$ cat src/rtl/arith_pkg.sv
// Shared types for the registered four-function arithmetic unit.
package arith_pkg;
  typedef logic [1:0] op_t;

  localparam op_t OP_DEC_A = 2'b00;
  localparam op_t OP_ADD   = 2'b01;
  localparam op_t OP_SUB   = 2'b10;
  localparam op_t OP_NEG_B = 2'b11;

  typedef struct packed {
    logic carry;
    logic ovf;
    logic zero;
    logic neg;
  } flags_t;
endpackage

$ cat src/rtl/arith_unit_seq_if.sv
// Operand/result handshake bundle between source, arith unit and consumer.
interface arith_if
  import arith_pkg::*;
#(
  parameter int WIDTH = 8
) ();
  logic             in_valid;
  logic             in_ready;
  op_t              op;
  logic [WIDTH-1:0] a;
  logic [WIDTH-1:0] b;
  logic             acc_sel;
  logic             acc_clr;
  logic             out_valid;
  logic             out_ready;
  logic [WIDTH-1:0] result;
  logic             carry;
  logic             ovf;
  logic             zero;
  logic             neg;
  logic             ovf_sticky;
  logic [WIDTH-1:0] acc;

  modport master (
    output in_valid, op, a, b, acc_sel, acc_clr, out_ready,
    input  in_ready, out_valid, result, carry, ovf, zero, neg, ovf_sticky, acc
  );

  modport slave (
    input  in_valid, op, a, b, acc_sel, acc_clr, out_ready,
    output in_ready, out_valid, result, carry, ovf, zero, neg, ovf_sticky, acc
  );
endinterface

$ cat src/rtl/arith_addsub_core.sv
// Combinational core: operand select, single adder, flags and optional saturation.
module arith_addsub_core
  import arith_pkg::*;
#(
  parameter int WIDTH    = 8,
  parameter bit SATURATE = 1'b0
) (
  input  op_t              op,
  input  logic [WIDTH-1:0] a,
  input  logic [WIDTH-1:0] acc,
  input  logic             acc_sel,
  input  logic [WIDTH-1:0] b,
  output logic [WIDTH-1:0] result,
  output flags_t           flags
);
  logic [WIDTH-1:0] ain, bin;
  logic             cin;
  logic [WIDTH:0]   full;
  logic [WIDTH-1:0] low;
  logic             ovf;

  always_comb begin
    ain = acc_sel ? acc : a;
    bin = b;
    cin = 1'b0;
    unique case (op)
      OP_DEC_A: bin = '1;
      OP_ADD:   bin = b;
      OP_SUB:   begin bin = ~b; cin = 1'b1; end
      OP_NEG_B: begin ain = '0; bin = ~b; cin = 1'b1; end
      default:  bin = b;
    endcase

    full = {1'b0, ain} + {1'b0, bin} + (WIDTH+1)'(cin);
    // low[WIDTH-1] is the carry into the MSB
    low  = {1'b0, ain[WIDTH-2:0]} + {1'b0, bin[WIDTH-2:0]} + WIDTH'(cin);
    ovf  = low[WIDTH-1] ^ full[WIDTH];

    result = full[WIDTH-1:0];
    if (SATURATE && ovf)
      result = full[WIDTH-1] ? {1'b0, {(WIDTH-1){1'b1}}} : {1'b1, {(WIDTH-1){1'b0}}};

    flags.carry = full[WIDTH];
    flags.ovf   = ovf;
    flags.zero  = (result == '0);
    flags.neg   = result[WIDTH-1];
  end
endmodule

$ cat src/rtl/arith_unit_seq.sv
// Registered arithmetic unit: valid/ready handshake, one-entry result register,
// accumulator and sticky overflow around the combinational add/sub core.
module arith_unit_seq
  import arith_pkg::*;
#(
  parameter int WIDTH    = 8,
  parameter bit SATURATE = 1'b0
) (
  input logic    clk,
  input logic    rst,
  arith_if.slave bus
);
  logic [WIDTH-1:0] core_res, result_q, acc_q;
  flags_t           core_flags, flags_q;
  logic             out_valid_q, sticky_q;
  logic             accept, deliver;

  arith_addsub_core #(.WIDTH(WIDTH), .SATURATE(SATURATE)) u_core (
    .op      (bus.op),
    .a       (bus.a),
    .acc     (acc_q),
    .acc_sel (bus.acc_sel),
    .b       (bus.b),
    .result  (core_res),
    .flags   (core_flags)
  );

  assign bus.in_ready = ~out_valid_q | bus.out_ready;
  assign accept       = bus.in_valid & bus.in_ready;
  assign deliver      = out_valid_q & bus.out_ready;

  always_ff @(posedge clk) begin
    if (rst) begin
      out_valid_q <= 1'b0;
      result_q    <= '0;
      flags_q     <= '0;
      acc_q       <= '0;
      sticky_q    <= 1'b0;
    end else begin
      if (accept) begin
        out_valid_q <= 1'b1;
        result_q    <= core_res;
        flags_q     <= core_flags;
      end else if (deliver) begin
        out_valid_q <= 1'b0;
      end
      // clear wins over the update from an op accepted in the same cycle
      if (bus.acc_clr) begin
        acc_q    <= '0;
        sticky_q <= 1'b0;
      end else if (accept) begin
        acc_q    <= core_res;
        sticky_q <= sticky_q | core_flags.ovf;
      end
    end
  end

  assign bus.out_valid  = out_valid_q;
  assign bus.result     = result_q;
  assign bus.carry      = flags_q.carry;
  assign bus.ovf        = flags_q.ovf;
  assign bus.zero       = flags_q.zero;
  assign bus.neg        = flags_q.neg;
  assign bus.ovf_sticky = sticky_q;
  assign bus.acc        = acc_q;
endmodule

$ cat src/flat_wrapper.sv
// flat-port wrapper written by rule: the top's interface ports become plain ports
module arith_unit_seq_flat import arith_pkg::*;
#(
  parameter int WIDTH    = 8,
  parameter bit SATURATE = 1'b0
)
  (clk, rst, bus_in_valid, bus_op, bus_a, bus_b, bus_acc_sel, bus_acc_clr, bus_out_ready, bus_in_ready, bus_out_valid, bus_result, bus_carry, bus_ovf, bus_zero, bus_neg, bus_ovf_sticky, bus_acc);
  arith_if #(.WIDTH(WIDTH)) bus_i ();
  input logic clk;
  input logic rst;
  input wire logic [$bits(bus_i.in_valid)-1:0] bus_in_valid;
  input wire logic [$bits(bus_i.op)-1:0] bus_op;
  input wire logic [$bits(bus_i.a)-1:0] bus_a;
  input wire logic [$bits(bus_i.b)-1:0] bus_b;
  input wire logic [$bits(bus_i.acc_sel)-1:0] bus_acc_sel;
  input wire logic [$bits(bus_i.acc_clr)-1:0] bus_acc_clr;
  input wire logic [$bits(bus_i.out_ready)-1:0] bus_out_ready;
  output wire logic [$bits(bus_i.in_ready)-1:0] bus_in_ready;
  output wire logic [$bits(bus_i.out_valid)-1:0] bus_out_valid;
  output wire logic [$bits(bus_i.result)-1:0] bus_result;
  output wire logic [$bits(bus_i.carry)-1:0] bus_carry;
  output wire logic [$bits(bus_i.ovf)-1:0] bus_ovf;
  output wire logic [$bits(bus_i.zero)-1:0] bus_zero;
  output wire logic [$bits(bus_i.neg)-1:0] bus_neg;
  output wire logic [$bits(bus_i.ovf_sticky)-1:0] bus_ovf_sticky;
  output wire logic [$bits(bus_i.acc)-1:0] bus_acc;
  assign bus_i.in_valid = bus_in_valid;
  assign bus_i.op = bus_op;
  assign bus_i.a = bus_a;
  assign bus_i.b = bus_b;
  assign bus_i.acc_sel = bus_acc_sel;
  assign bus_i.acc_clr = bus_acc_clr;
  assign bus_i.out_ready = bus_out_ready;
  assign bus_in_ready = bus_i.in_ready;
  assign bus_out_valid = bus_i.out_valid;
  assign bus_result = bus_i.result;
  assign bus_carry = bus_i.carry;
  assign bus_ovf = bus_i.ovf;
  assign bus_zero = bus_i.zero;
  assign bus_neg = bus_i.neg;
  assign bus_ovf_sticky = bus_i.ovf_sticky;
  assign bus_acc = bus_i.acc;
  arith_unit_seq #(.WIDTH(WIDTH), .SATURATE(SATURATE)) u_core (.clk(clk), .rst(rst), .bus(bus_i));
endmodule
$ cat config.mk
export PLATFORM = sky130hd
export DESIGN_NAME = arith_unit_seq_flat
export DESIGN_NICKNAME = d
export VERILOG_FILES = /design/src/rtl/arith_pkg.sv /design/src/rtl/arith_unit_seq_if.sv /design/src/rtl/arith_addsub_core.sv /design/src/rtl/arith_unit_seq.sv /design/src/flat_wrapper.sv
export SDC_FILE = /design/constraint.sdc
export NUM_CORES = 1
export LEC_CHECK = 0
export CAP_MARGIN = 20
export CORE_UTILIZATION = 45
export CTS_BUF_LIST = sky130_fd_sc_hd__clkbuf_2
export DETAILED_ROUTE_END_ITERATION = 7
export GPL_TIMING_DRIVEN = 0
export HOLD_SLACK_MARGIN = 0.15
export PLACE_DENSITY = 0.87
export SYNTH_ARGS = -nofsm -noshare
export SYNTH_HDL_FRONTEND = slang
export SYNTH_HIERARCHICAL = 1
export SYNTH_SLANG_ARGS = --single-unit
export TNS_END_PERCENT = 20
$ cat constraint.sdc
create_clock -name clk -period 4.7 [get_ports clk]
set_clock_uncertainty 0.1 [all_clocks]
set_input_delay 0.94 -clock clk [delete_from_list [all_inputs] [get_ports clk]]
set_output_delay 0.94 -clock clk [all_outputs]
set_load 0.05 [all_outputs]
==> flow_results.org <==
** Status
- The run finished, with violations left.
- Failing checks :: DRC

** Route
- Once detail routing completed, the nets flagged for antenna violations numbered 0.
- Dividing the detail-routed via count by the number of cells gives 5.25.
- Dividing the detail-routed wire length by the instance count gives 12.6 um.
- The routed layout has 1411 vias.
- Iteration-0 DRC Markers :: 53
- First-pass DRT Iterations :: 6
- In the routed design, unresolved DRC markers number 1.
- Wires add up to 3.40 mm.

** Pwr
- Net switching is 39.7% of the power.
- Of the total power, the clock network draws 12.5%.
- Internal Power :: 331 uW
- In this run the power spent charging and discharging nets is 218 uW.
- In this run the static leakage power is 0.000782 uW.
- Sequential cells account for 38.8% of the total power.
- Dividing total power by cell area gives a power density of 281 nW/um2.
- Power share of the combinational group :: 48.7%
- Peak supply drop :: 0.262 mV

** STA
- Hold violation total from the final report :: 0
- The max-slew violation count was 0.
- The worst path uses 93.0% of the clock period.
- Setup repair after global routing missed its margin :: no
- In this run the tightest slew margin relative to its limit is 61.2%.
- Final worst hold slack :: 0.362 ns
- Static timing analysis puts the maximum clock frequency at 229 MHz.
- For the pin with the worst max-slew slack, the measured transition is 0.583 ns.
- Setup violations remaining at the end of the flow were counted as 0.
- Final critical delay including setup and external delays :: 4.37 ns
- Once routing completed, OpenROAD measured the worst setup slack at 0.330 ns.

** Yosys
- Area of the mapped netlist :: 1430 um2
- After technology mapping, the gate count stands at 177.
- Most used DFF post-synth :: dfxtp_1
- For this run, the number of Yosys warnings is 6.
- Register bit count reported by yosys :: 22
- EDFF count, synth :: 0
- Mean instance size in the synthesized netlist :: 8.10 um2
- After synthesis, the netlist uses 37 different library cells.
- Counting flops with an async set or reset pin after synthesis yields a share of 0%.
- Proportion of synthesized chip area in sequential cells :: 30.7%
- Post-Synthesis Net Count :: 210

** Placed design
- Worst slack at placement :: -0.00672 ns
- HPWL reported at the end of detailed placement :: 2.69 mm
- Dpl cells :: 266
- Input and output buffers added on the ports amount to 45.
- Routability-driven placement finished with a final weighted congestion of 0.862.

** Cells and area
- Number of cells in the finished layout apart from fillers :: 269
- Number of inserted filler cells in the final layout :: 258
- Measured on the finished design, the core utilization comes to 64.5%.
- 0 antenna diodes ended up in the layout.
- Layout cell share with drive strength beyond 1 :: 10.2%
- Relative to the synthesized area, the layout overhead comes to 36.3%.
- The final layout contains 260 nets.

** Global route
- Antenna violations before repair :: 0
- The number of global-route vias before repair is 1228.
- The total overflow left after global routing is 0.
- Global-route usage over all layers :: 20.4%
- The first global-routing pass estimated 5.43 mm of wire.
- Pin count of the biggest net entering global routing :: 12

** Clocking
- The tree is rooted in a clkbuf_2.
- Counting every sink on the clock net gives 22.
- Buffers inserted during post-CTS setup optimization :: 0
- Clock-pin slew was measured on the worst setup and hold paths at 0.17 ns.
- Clock tree synthesis inserted a total of 3 buffers.
- After clock tree synthesis, the repair step resized 0 gates.
- CTS tree :: done
- Clock latency on the worst-skew pair, taken at its later pin, is 0.31 ns.
- Buffers inserted to repair hold after CTS numbered 0.
- Buffer levels on the longest clock path :: 2
- H-Tree Level Count :: 1

** Worst setup path
- Delay of the slowest cell on the worst path :: 0.47 ns
- The worst register-to-register path has a depth of 11.
- The worst setup path is launched from an input port.
- Type of the worst setup path :: in -> reg
- Crit end category :: flip-flop
- The number of buffers and inverters on the critical path is 3.
- Crit-path max FO :: 10
- The worst register-to-register path has a setup slack of 1.76 ns.
- Critical R2R Launch :: u_core/bus.acc[0]
- Data required time of the critical path :: 4.85 ns
- Slowest stage cell on the critical path :: clkdlybuf4s50_1
- Data arrives at the worst endpoint at 4.52 ns.
- Walking the worst path, the cells encountered are clkdlybuf4s50_1 -> clkbuf_1 -> and2_1 -> clkbuf_1 -> nor2_1 -> fa_1 -> fa_1 -> a21o_1 -> a221oi_2 -> xnor2_1 -> nor4_2 -> o211a_1 -> nand3_1 -> a21oi_1.
- Top Family by Delay on Critical Path :: buffers and inverters
- In this run the critical register-to-register path is captured at u_core/bus.zero.

** Die
- Total core area :: 3030 um2
- Row count :: 20
- The initial utilization of the core area, before any placement, comes to 47.4%.
- Die width :: 58.5 um
- Vert. Die Dim :: 58.5 um
- Die Outline Area :: 3420 um2
- Number of I/O pins :: 47

** Worst hold path
- The path with the worst hold slack has its endpoint at u_core/bus.ovf_sticky.
- Class of the tightest hold or removal check :: reg -> reg
- Worst hold stages :: 2
- Startpoint of the worst hold path :: u_core/bus.ovf_sticky

** Flow run
- Max cap viols :: 0
## layer usage
layer  up-vias  global-route usage, %  part of all wire (%)
li1        720                      -                     -
met1       641                   26.6                    46
met2        44                   34.8                    47
met3         6                   3.96                   5.4
met4         0                   5.10                   1.4
met5         -                      0                     0
## synth_stat cells, drive strengths merged, types with 2 or more instances
library cell | instances | area share [%]
nor2 | 21 | 5.5
xor2 | 2 | 1.2
o21ai | 21 | 7.3
nand2 | 5 | 1.3
a21o | 3 | 1.7
o21a | 2 | 1.0
xnor2 | 3 | 1.8
ha | 7 | 6.1
buf | 8 | 4.6
a21boi | 2 | 1.0
inv | 4 | 1.2
a21oi | 33 | 12
nand2b | 2 | 0.87
nand3 | 13 | 6.3
clkbuf | 7 | 1.9
mux2i | 9 | 6.3
dfxtp | 22 | 31
fa | 2 | 2.8
## cells by family (layout without fill, tap and decap cells)
group           Yosys count  after routing  synth area share [%]
fa+ha+maj                 9              9                  8.90
simple gates             49             49                  18.4
xor+xnor                  5              5                  3.05
buf+inv                  19             67                  7.77
compound gates           64             64                  24.9
mux                       9              9                  6.28
flops                    22             22                  30.7
## power groups by stage
stage,clock [uW],sequential [uW],combinational (uW)
3_5_place_dp,0,217,267
2_1_floorplan,0,274,129
5_1_grt,79.7,215,287
4_1_cts,69.8,213,268
6_report,68.5,213,268
3_3_place_gp,0,217,262
## worst max-delay path by stage
| stage | depth (start not counted) | start | end | slack (ns) |
|---|---|---|---|---|
| after floorplan | 13 | bus_op[1] | u_core/bus.zero | 0.87 |
| after global placement | 14 | bus_op[1] | u_core/bus.zero | 0.08 |
| after detailed placement | 14 | bus_op[1] | u_core/bus.zero | -0.007 |
| after CTS | 14 | bus_op[1] | u_core/bus.zero | 0.34 |
| after global routing | 14 | bus_op[1] | u_core/bus.zero | 0.12 |
| final | 14 | bus_op[1] | u_core/bus.zero | 0.33 |
## cell type report
type	instances	area (um2)	area share, %
Buffer	15	93.8	4.80
Clock buffer	3	15.0	0.768
Inverter	4	17.5	0.896
Multi-Input combinational cell	136	882	45.1
Sequential cell	22	440	22.5
Tap cell	44	55.1	2.82
Timing Repair Buffer	45	450	23.0
## stage by stage
stage / setup TNS (ns) / power (uW) / instance area [um2]
after floorplan: 0 / 403 / 1430
after global placement: 0 / 479 / 1940
after detailed placement: -0.00672 / 484 / 1940
after CTS: 0 / 551 / 1950
after global routing: 0 / 582 / 1950
final: 0 / 550 / 1950
## cell usage in the layout, fill, tap and decap left out, types with 3 or more instances in the layout
master and instances:
mux2i_1 9, a21oi_1 33, nand3_1 8, nand2_1 5, buf_4 3, nor2_1 21
ha_1 7, dfxtp_1 22, clkbuf_2 4, o21ai_0 11, nand3_2 5, buf_6 3
o21ai_1 10, clkdlybuf4s50_1 45, clkbuf_1 6, xnor2_1 3
## state kept, by name, indices dropped and copies added (netlist names)
register               count
u_core/bus.acc             8
u_core/bus.carry           1
u_core/bus.neg             1
u_core/bus.ovf             1
u_core/bus.result          8
u_core/bus.zero            1
u_core/bus.ovf_sticky      1
u_core/bus.out_valid       1
## worst min-delay path: stages, from the launching register on
cell and delay [ns]:
dfxtp_1 0.35, inv_1 0.05, a21oi_1 0.05
(Power assumes the default switching activity.)
